--- config.mk ---
export PLATFORM = sky130hd
export DESIGN_NAME = quad_decoder
export DESIGN_NICKNAME = d
export VERILOG_FILES = /design/src/rtl/quad_decoder_pkg.sv /design/src/rtl/quad_filter.sv /design/src/rtl/quad_decoder.sv
export SDC_FILE = /design/constraint.sdc
export NUM_CORES = 1
export LEC_CHECK = 0
export CORE_MARGIN = 10
export CORE_UTILIZATION = 30
export CTS_CLUSTER_DIAMETER = 40
export DETAILED_ROUTE_END_ITERATION = 6
export MAX_ROUTING_LAYER = met4
export PLACE_DENSITY_LB_ADDON = 0.12
export SLEW_MARGIN = 20
export SYNTH_ARGS = -nofsm -noshare
export SYNTH_HDL_FRONTEND = slang
export SYNTH_SLANG_ARGS = --single-unit
export TNS_END_PERCENT = 5
--- constraint.sdc ---
create_clock -name CLK -period 7.7 [get_ports CLK]
set_input_delay 1.54 -clock CLK [delete_from_list [all_inputs] [get_ports CLK]]
set_output_delay 1.54 -clock CLK [all_outputs]
set_load 0.01 [all_outputs]
--- src/rtl/quad_decoder_pkg.sv ---
// quad_decoder_pkg: shared encoding for the quadrature decoder.
//   S0..S3         : decoder states as the filtered {A,B} pair
//   step_e         : per-cycle decode result (NONE, CW, CCW, ERR)
//   FILTER_DEFAULT : default glitch-filter depth in clock cycles
//   WINDOW_DEFAULT : default velocity window in clock cycles
//   classify()     : maps a {A,B} transition to its step_e result
package quad_decoder_pkg;

    localparam logic [1:0] S0 = 2'b00;
    localparam logic [1:0] S1 = 2'b01;
    localparam logic [1:0] S3 = 2'b11;
    localparam logic [1:0] S2 = 2'b10;

    localparam int FILTER_DEFAULT = 4;
    localparam int WINDOW_DEFAULT = 120000;

    typedef enum logic [1:0] {NONE, CW, CCW, ERR} step_e;

    // Clockwise order is S0->S1->S3->S2->S0; a change of both bits is illegal.
    function automatic step_e classify(input logic [1:0] cur, input logic [1:0] nxt);
        logic [1:0] cw_next;
        cw_next = (cur == S0) ? S1 : (cur == S1) ? S3 : (cur == S3) ? S2 : S0;
        return (cur == nxt) ? NONE : (cur == ~nxt) ? ERR : (nxt == cw_next) ? CW : CCW;
    endfunction

endpackage

--- src/rtl/quad_filter.sv ---
// quad_filter: single-bit glitch filter; the output follows the input only
// after FILTER consecutive identical samples that differ from it.
//   CLK   : clock
//   reset : asynchronous active-high reset (output and counter to 0)
//   in    : synchronized input bit
//   out   : filtered bit
module quad_filter
    import quad_decoder_pkg::*;
#(
    parameter int FILTER = FILTER_DEFAULT
) (
    input  logic CLK,
    input  logic reset,
    input  logic in,
    output logic out
);

    logic [7:0] cnt;

    // The counter only runs while the input disagrees with the output, so a
    // return to the accepted value restarts the qualification.
    always_ff @(posedge CLK or posedge reset)
        if (reset) begin
            cnt <= '0;
            out <= 1'b0;
        end else if (in == out) begin
            cnt <= '0;
        end else if (cnt == 8'(FILTER - 1)) begin
            cnt <= '0;
            out <= in;
        end else begin
            cnt <= cnt + 8'd1;
        end

endmodule

--- src/rtl/quad_decoder.sv ---
// quad_decoder: filtered quadrature decoder with position and velocity.
//   CLK      : single clock
//   reset    : asynchronous active-high reset
//   enc_a/b  : raw asynchronous encoder phases
//   clear    : synchronous position clear (wins over a coincident step)
//   position : signed 8-bit wrapping step count
//   step_cw  : one-cycle pulse per clockwise step
//   step_ccw : one-cycle pulse per counter-clockwise step
//   err      : one-cycle pulse per illegal (double-bit) transition
//   velocity : signed steps in the last completed window, saturated
module quad_decoder
    import quad_decoder_pkg::*;
#(
    parameter int FILTER = FILTER_DEFAULT,
    parameter int WINDOW = WINDOW_DEFAULT
) (
    input  logic       CLK,
    input  logic       reset,
    input  logic       enc_a,
    input  logic       enc_b,
    input  logic       clear,
    output logic [7:0] position,
    output logic       step_cw,
    output logic       step_ccw,
    output logic       err,
    output logic [7:0] velocity
);

    logic [1:0]        sync_a, sync_b;
    logic              filt_a, filt_b;
    logic [1:0]        filt, state;
    logic              aligned, aligned_next;
    step_e             dir;
    logic signed [8:0] step9, acc, acc_next;
    logic signed [9:0] acc_sum;
    logic [23:0]       wcnt;

    always_ff @(posedge CLK or posedge reset)
        if (reset) begin
            sync_a <= '0;
            sync_b <= '0;
        end else begin
            sync_a <= {sync_a[0], enc_a};
            sync_b <= {sync_b[0], enc_b};
        end

    quad_filter #(.FILTER(FILTER)) u_filt_a (.CLK(CLK), .reset(reset), .in(sync_a[1]), .out(filt_a));
    quad_filter #(.FILTER(FILTER)) u_filt_b (.CLK(CLK), .reset(reset), .in(sync_b[1]), .out(filt_b));

    assign filt = {filt_a, filt_b};

    // Until the filters have caught up with the synchronized pins, the decoder
    // silently tracks the filtered pair so power-up alignment never counts.
    always_ff @(posedge CLK or posedge reset)
        if (reset) begin
            state   <= S0;
            aligned <= 1'b0;
        end else begin
            state   <= filt;
            aligned <= aligned_next;
        end

    always_comb begin
        aligned_next = aligned | ({sync_a[1], sync_b[1]} == filt);
        dir          = aligned ? classify(state, filt) : NONE;
        step9        = (dir == CW) ? 9'sd1 : (dir == CCW) ? -9'sd1 : 9'sd0;
        acc_sum      = {acc[8], acc} + {step9[8], step9};
        acc_next     = (acc_sum > 10'sd255) ? 9'sd255 : (acc_sum < -10'sd255) ? -9'sd255 : acc_sum[8:0];
    end

    always_ff @(posedge CLK or posedge reset)
        if (reset) begin
            step_cw  <= 1'b0;
            step_ccw <= 1'b0;
            err      <= 1'b0;
            position <= '0;
        end else begin
            step_cw  <= (dir == CW);
            step_ccw <= (dir == CCW);
            err      <= (dir == ERR);
            position <= clear ? 8'd0 : position + step9[7:0];
        end

    // A step landing on the window-end cycle belongs to the new window.
    always_ff @(posedge CLK or posedge reset)
        if (reset) begin
            wcnt     <= '0;
            acc      <= '0;
            velocity <= '0;
        end else if (wcnt == 24'(WINDOW - 1)) begin
            wcnt     <= '0;
            acc      <= step9;
            velocity <= (acc > 9'sd127) ? 8'd127 : (acc < -9'sd128) ? 8'h80 : acc[7:0];
        end else begin
            wcnt     <= wcnt + 24'd1;
            acc      <= acc_next;
        end

endmodule

==> qor.tcl, run 1 <==
set qor(tritoncts) {yes}
set qor(ys.warnings.count) 0
set qor(worst_clock_skew_ns) 0.00713
set qor(synth_nets) 399
set qor(reg2reg_depth) 10
set qor(setup_repair_after_global_routing_missed_its_margin) {false}
set qor(post-dp-hpwl_um) 5430
set qor(fraction_of_final_layout_cells_with_drive_strength_greater_than_1_pct) 10.4
set qor(port_buffers) 23
set qor(grt_max_degree) 78
set qor(floorplan.initialDensity_pct) 30.3
set qor(dominantRegCellSynth) {sky130_fd_sc_hd__dfrtp_1}
set qor(num_clock_sinks) 77
set qor(critical_path_arrival_ns) 3.97
set qor(synth_async_sr_flop_share_pct) 100
set qor(clock_tree.buffer_depth) 2
set qor(ys_seq_area_share_pct) 48.3
set qor(fin_tns_setup_ns) 0
set qor(cap_violations) 0
set qor(layout.cells.most_common_list) {sky130_fd_sc_hd__dfrtp_1 (77), sky130_fd_sc_hd__nor2_1 (49), sky130_fd_sc_hd__xor2_1 (34)}
set qor(cts_root_buffer) {sky130_fd_sc_hd__clkbuf_16}
set qor(cp_data_required_time_ns) 7.88
set qor(finalCritPeriodShare_pct) 49.2
set qor(criticalPathCategory) {reg2reg}
set qor(postRouteWirelength_um) 7740
set qor(synth.lib_cells_used.distinct) 49
set qor(final_hold_viol_count) 0
set qor(most_common_library_cell_in_the_layout_ignoring_fill_and_taps) {sky130_fd_sc_hd__dfrtp_1}
set qor(ff_latch_area_um2) 1930
set qor(timing.hold.worst.start) {sync_a[0]}
set qor(io_pins) 24
set qor(post-synth-top-area-cell) {sky130_fd_sc_hd__dfrtp_1}
set qor(worstSetupEndpointType) {flip-flop}
set qor(cp-start-kind) {flip-flop}
set qor(multiInputGateArea_um2) 1990
set qor(grt_total_ovfl) 0
set qor(drcViolationCount) 0
set qor(synth.cell_area_um2) 3990
set qor(ctsHoldBuffers) 0
set qor(number_of_nets_with_antenna_violations_after_detailed_routing) 0
set qor(power_leakage_nw) 2.13
set qor(holdPathStages) 0
set qor(hold_class) {reg2reg}
set qor(detail_route.iter0.violations) 149
set qor(regToRegSetupSlack_ns) 3.91
set qor(n_antenna_cell) 0
set qor(dominant_cells_by_area_after_synthesis) {sky130_fd_sc_hd__dfrtp_1 (48%), sky130_fd_sc_hd__xor2_1 (7.5%), sky130_fd_sc_hd__ha_1 (6.9%)}
set qor(r2r-start) {u_filt_a.out}
set qor(slew_violations) 0
set qor(synth_enable_flop_cells) 0
set qor(avgRoutedWirePerCell_um) 13.4
set qor(outcome) {finished, final reports clean}
set qor(post_cts_resized) 0
set qor(netlist_instances) 370
set qor(post-cts-setup-buffer-count) 0
set qor(ir_worst_vdd_mv) 0.247
set qor(min_to) {sync_a[1]}
set qor(slew-limit-headroom_pct) 44.7
set qor(layout_min_cycle_time_ns) 3.79
set qor(dpl.cell_count) 563
set qor(first_pass_grt_wire_length_um) 13600
set qor(detail_route.first_pass.iterations) 4
set qor(worst-slew-pin-transition_ns) 0.829
set qor(setup_viol) 0
set qor(clk_latency_ns) 0.33
set qor(placeableCoreArea_um2) 13100
set qor(cts_made_buffers) 9
set qor(fmaxAchievable_mhz) 264
set qor(floorplan_die_height_um) 135
set qor(globalplace.congestion) 0.867
set qor(synth_top_cell_area_share_pct) 48.3
set qor(grtUsageTotal_pct) 9.37
set qor(vias_per_cell) 4.63
set qor(cts.reportedPaths.clkPinSlew_ns) 0.06
set qor(dr_total_vias) 2681
set qor(placementRows) 42
set qor(cts_max_level) 3
set qor(fill_cells) 1348
set qor(post_layout_net_count) 427
set qor(power_density_nw_per_um2) 489
set qor(postSynthRegisterBits) 77
set qor(die_w_um) 135
set qor(dieArea_um2) 18300
set qor(antenna_found_initial) 0
set qor(crit_fanout) 19
set qor(syn_area_per_cell_um2) 10.8
set qor(r2r_end) {acc[5]}
set qor(layoutNonFillerInstCount) 579
set qor(first_global_vias) 2727
set qor(synthToLayoutAreaGrowth_pct) 17.5
## stage by stage
stage / util (%) / instance area, um^2 / hold WS (ns) / power (mW) / setup slack (ns)
floorplan: - / 3990 / 0.331 / 1.64 / 4.19
global placement: 33.6 / 4420 / 0.342 / 1.93 / 4.01
detailed placement: 33.6 / 4420 / 0.337 / 1.91 / 3.90
CTS: 35.6 / 4680 / 0.350 / 2.31 / 3.88
global route: 35.6 / 4680 / 0.368 / 2.51 / 3.58
finish: 35.6 / 4680 / 0.347 / 2.29 / 3.91
## synthesized netlist by cell type (3+ instances only)
cell,instances
sky130_fd_sc_hd__a21oi_1,10
sky130_fd_sc_hd__inv_1,9
sky130_fd_sc_hd__nand2_1,19
sky130_fd_sc_hd__nand2b_1,3
sky130_fd_sc_hd__nor2b_1,6
sky130_fd_sc_hd__nor2_1,49
sky130_fd_sc_hd__and3_1,9
sky130_fd_sc_hd__o21ai_0,4
sky130_fd_sc_hd__nor4_1,4
sky130_fd_sc_hd__nand4_1,4
sky130_fd_sc_hd__maj3_1,7
sky130_fd_sc_hd__nor3_2,4
sky130_fd_sc_hd__xor2_1,34
sky130_fd_sc_hd__ha_1,22
sky130_fd_sc_hd__nor3_1,12
sky130_fd_sc_hd__a21o_1,7
sky130_fd_sc_hd__mux2_2,11
sky130_fd_sc_hd__clkbuf_1,3
sky130_fd_sc_hd__nand3_1,25
sky130_fd_sc_hd__dfrtp_1,77
sky130_fd_sc_hd__xnor2_1,13
## power by group
group	internal [mW]	switching, mW
Combinational	0.586	0.761
Clock	0.216	0.162
Sequential	0.494	0.0708
Total	1.30	0.994
## sequential cells by signal, summed over array words and instances (netlist names), 2 cells and up
register / count
acc: 9
position: 8
u_filt_b.cnt: 8
velocity: 8
sync_b: 2
sync_a: 2
state: 2
u_filt_a.cnt: 8
wcnt: 24
## logic make-up after synthesis
kind of cell	after synthesis	synth area share, %
AND/OR/NAND/NOR	147	18.7
flip-flops	77	48.3
XOR/XNOR	47	10.3
AO/OA/AOI/OAI	37	7.16
adder cells (fa/ha/maj)	31	9.67
buffers and inverters	17	1.85
multiplexers	14	3.99
## final cells by class
class	count	area share, %
Tap cell	176	4.70
Clock buffer	11	4.97
Inverter	9	0.748
Timing Repair Buffer	25	5.32
Multi-Input combinational cell	276	42.5
Sequential cell	77	41.1
Clock inverter	5	0.588
## worst max-delay path, cell delays in order (launching register included)
cell,delay (ns)
sky130_fd_sc_hd__dfrtp_1,0.47
sky130_fd_sc_hd__mux2_2,0.36
sky130_fd_sc_hd__o211ai_1,0.24
sky130_fd_sc_hd__ha_1,0.75
sky130_fd_sc_hd__ha_1,0.45
sky130_fd_sc_hd__a21oi_1,0.28
sky130_fd_sc_hd__a21oi_1,0.15
sky130_fd_sc_hd__a2111oi_4,0.45
sky130_fd_sc_hd__nor2_2,0.16
sky130_fd_sc_hd__o31ai_1,0.25
sky130_fd_sc_hd__nor2_1,0.07
## layer usage
metal / vias to the layer above / track usage (%) / part of all wire, %
met4: 0 / 2.69 / 0.81
met3: 5 / 2.52 / 3.5
met5: - / - / 0
met1: 1307 / 12.3 / 50
li1: 1338 / - / -
met2: 31 / 13.9 / 46
## worst max path at each step
stage | from | end | cells past startpoint
global route | u_filt_a.out | acc[4] | 11
floorplan | reset | acc[0] | 1
detailed placement | u_filt_a.out | acc[5] | 10
finish | u_filt_a.out | acc[5] | 10
global placement | u_filt_a.out | acc[2] | 11
CTS | u_filt_a.out | acc[5] | 10
(Power assumes the default switching activity.)
==> run 2, diff against run 1 <==
Clock period 7.7 ns to 3.05 ns, I/O delays scaled along.
==> qor.tcl, run 2 (same netlist as run 1, synthesis figures left out) <==
set qor(comb_power_share_pct) 63.5
set qor(outcome) {finished, violations left}
set qor(regToRegSetupSlack_ns) -0.08
set qor(failed_checks) {setup timing}
set qor(power_density_nw_per_um2) 1350
set qor(r2r_end) {acc[0]}
set qor(worstSetupEndpointType) {flip-flop}
set qor(detail_route.iter0.violations) 129
set qor(most_common_library_cell_in_the_layout_ignoring_fill_and_taps) {sky130_fd_sc_hd__dfrtp_1}
set qor(post_layout_net_count) 456
set qor(post-route-cell-area_um2) 4990
set qor(antenna_found_initial) 0
set qor(number_of_nets_with_antenna_violations_after_detailed_routing) 0
set qor(slew_violations) 0
set qor(avgRoutedWirePerCell_um) 13.1
set qor(n_antenna_cell) 0
set qor(setup_viol) 5
set qor(cp_data_required_time_ns) 3.31
set qor(final_hold_viol_count) 0
set qor(critPathMostFrequentCell) {sky130_fd_sc_hd__mux2_4}
set qor(synthToLayoutAreaGrowth_pct) 25.1
set qor(top_register) {wcnt}
set qor(finalCritPeriodShare_pct) 103
set qor(die_w_um) 135
set qor(power_leakage_nw) 2.30
set qor(reg2reg_depth) 11
set qor(layout_min_cycle_time_ns) 3.13
set qor(fin_util_pct) 38.0
set qor(fin_total_pwr_mw) 6.74
set qor(layout.cells.most_common_list) {sky130_fd_sc_hd__dfrtp_1 (76), sky130_fd_sc_hd__nor2_1 (49), sky130_fd_sc_hd__xor2_1 (34)}
set qor(post_dp_cell_area_um2) 4660
set qor(cts_max_level) 3
set qor(grt_max_degree) 51
set qor(clock_tree.buffer_depth) 2
set qor(cts_root_buffer) {sky130_fd_sc_hd__clkbuf_16}
set qor(tritoncts) {yes}
set qor(clockPowerShare_pct) 15.6
set qor(dr_total_vias) 2733
set qor(slew-limit-headroom_pct) 40.8
set qor(critical_path_arrival_ns) 3.40
set qor(first_global_vias) 2828
set qor(finalWorstSetupSlack_ns) -0.0845
set qor(crit_fanout) 10
set qor(ir_worst_vdd_mv) 0.765
set qor(num_clock_sinks) 77
set qor(fmaxAchievable_mhz) 319
set qor(cap_violations) 0
set qor(flip_flop_count_of_the_largest_register_all_copies_and_words_added) 24
set qor(relative_contribution_of_sequential_cells_to_total_power_pct) 20.9
set qor(worst_path_max_delay_cell) {sky130_fd_sc_hd__dfrtp_2}
set qor(placementRows) 42
set qor(clk_latency_ns) 0.33
set qor(timing.hold.worst.start) {sync_a[0]}
set qor(post-dp-hpwl_um) 5880
set qor(first_pass_grt_wire_length_um) 13800
set qor(fraction_of_final_layout_cells_with_drive_strength_greater_than_1_pct) 18.3
set qor(drcViolationCount) 0
set qor(ctsHoldBuffers) 0
set qor(detail_route.first_pass.iterations) 4
set qor(cts.reportedPaths.clkPinSlew_ns) 0.06
set qor(p_int_mw) 4.08
set qor(p_sw_mw) 2.66
set qor(globalplace.congestion) 0.820
set qor(hold_class) {reg2reg}
set qor(detailedPlace.worstSlack_ns) -0.139
set qor(reg_top3) {wcnt: 24 flops, acc: 9 flops}
set qor(placeableCoreArea_um2) 13100
set qor(worst-slew-pin-transition_ns) 0.886
set qor(timing.critical_path.from) {u_filt_a.out}
set qor(cts_made_buffers) 9
set qor(grtUsageTotal_pct) 9.66
set qor(grt_total_ovfl) 0
set qor(critical_path.max_stage_delay_ns) 0.44
set qor(swShare_pct) 39.5
set qor(r2r-start) {u_filt_a.out}
set qor(vias_per_cell) 4.50
set qor(min_to) {sync_a[1]}
set qor(criticalPathCategory) {reg2reg}
set qor(floorplan_die_height_um) 135
set qor(path_cells) {mux2_4, o211ai_1, ha_4, ha_1, a21oi_1, o31ai_2, xor2_1, nor4_2, a31oi_2, mux2_4, a21oi_2}
set qor(setup_repair_after_global_routing_missed_its_margin) {true}
set qor(io_pins) 24
set qor(worst_clock_skew_ns) 0.00637
set qor(final.hold.worst_slack_ns) 0.352
set qor(holdPathStages) 0
set qor(port_buffers) 23
set qor(cp-start-kind) {flip-flop}
set qor(postRouteWirelength_um) 7950
set qor(dieArea_um2) 18300
set qor(floorplan.initialDensity_pct) 30.3
## run 2: cell count changes in the layout (fill, tap and decap cells not counted), sizes merged
cell	delta
clkinvlp	-1
clkinv	-1
buf	+29
bufinv	+1
## run 2: area by class of cell
| class | count | area, um^2 |
|---|---|---|
| timing repair buffer | 54 | 470 |
| sequential | 77 | 1930 |
| fill | 1341 | 8150 |
| multi-input combinational | 276 | 2040 |
| inverter | 9 | 35.0 |
| clock buffer | 11 | 243 |
| tap | 176 | 220 |
| clock inverter | 4 | 48.8 |
## run 2: critical path: cells and delay by family (launching register included)
| kind | cells | cell delay [ns] |
|---|---|---|
| multiplexers | 2 | 0.58 |
| AO/OA/AOI/OAI | 5 | 0.94 |
| flip-flops | 1 | 0.44 |
| AND/OR/NAND/NOR | 1 | 0.33 |
| adder cells (fa/ha/maj) | 2 | 0.58 |
| XOR/XNOR | 1 | 0.20 |
## run 2: worst max path at each step
stage / endpoint / cells after the start
final: acc[0] / 11
after global routing: acc[0] / 14
after CTS: acc[0] / 14
after detailed placement: acc[1] / 13
after global placement: position[7] / 12
after floorplan: acc[0] / 12
## run 2: per-stage QoR
stage | instances | TNS (ns)
2_1_floorplan | 370 | -0.000271
3_3_place_gp | 591 | -0.289
3_5_place_dp | 591 | -0.977
4_1_cts | 607 | -0.415
5_1_grt | 607 | -2.56
6_report | 607 | -0.320
## run 2: what timing repair did
item	in CTS	in global routing
endpoints found under the setup margin	9	11
gates resized for setup	4	4
setup buffers	1	0
pin swaps	5	4
## run 2: routing by layer
layer  share of wire (%)  GRT usage (%)  up-vias
li1                    -              -     1402
met1                  49           11.4     1296
met2                  47           15.2       25
met3                 3.0           2.89       10
met4                 1.5           3.59        0
met5                   0              -        -
## run 2: power by group through the flow
stage	clock, mW	sequential, mW	combinational (mW)
2_1_floorplan	0	1.40	2.86
4_1_cts	1.09	1.42	4.29
3_3_place_gp	0	1.43	4.23
6_report	1.05	1.41	4.28
5_1_grt	1.13	1.44	4.87
3_5_place_dp	0	1.44	4.22
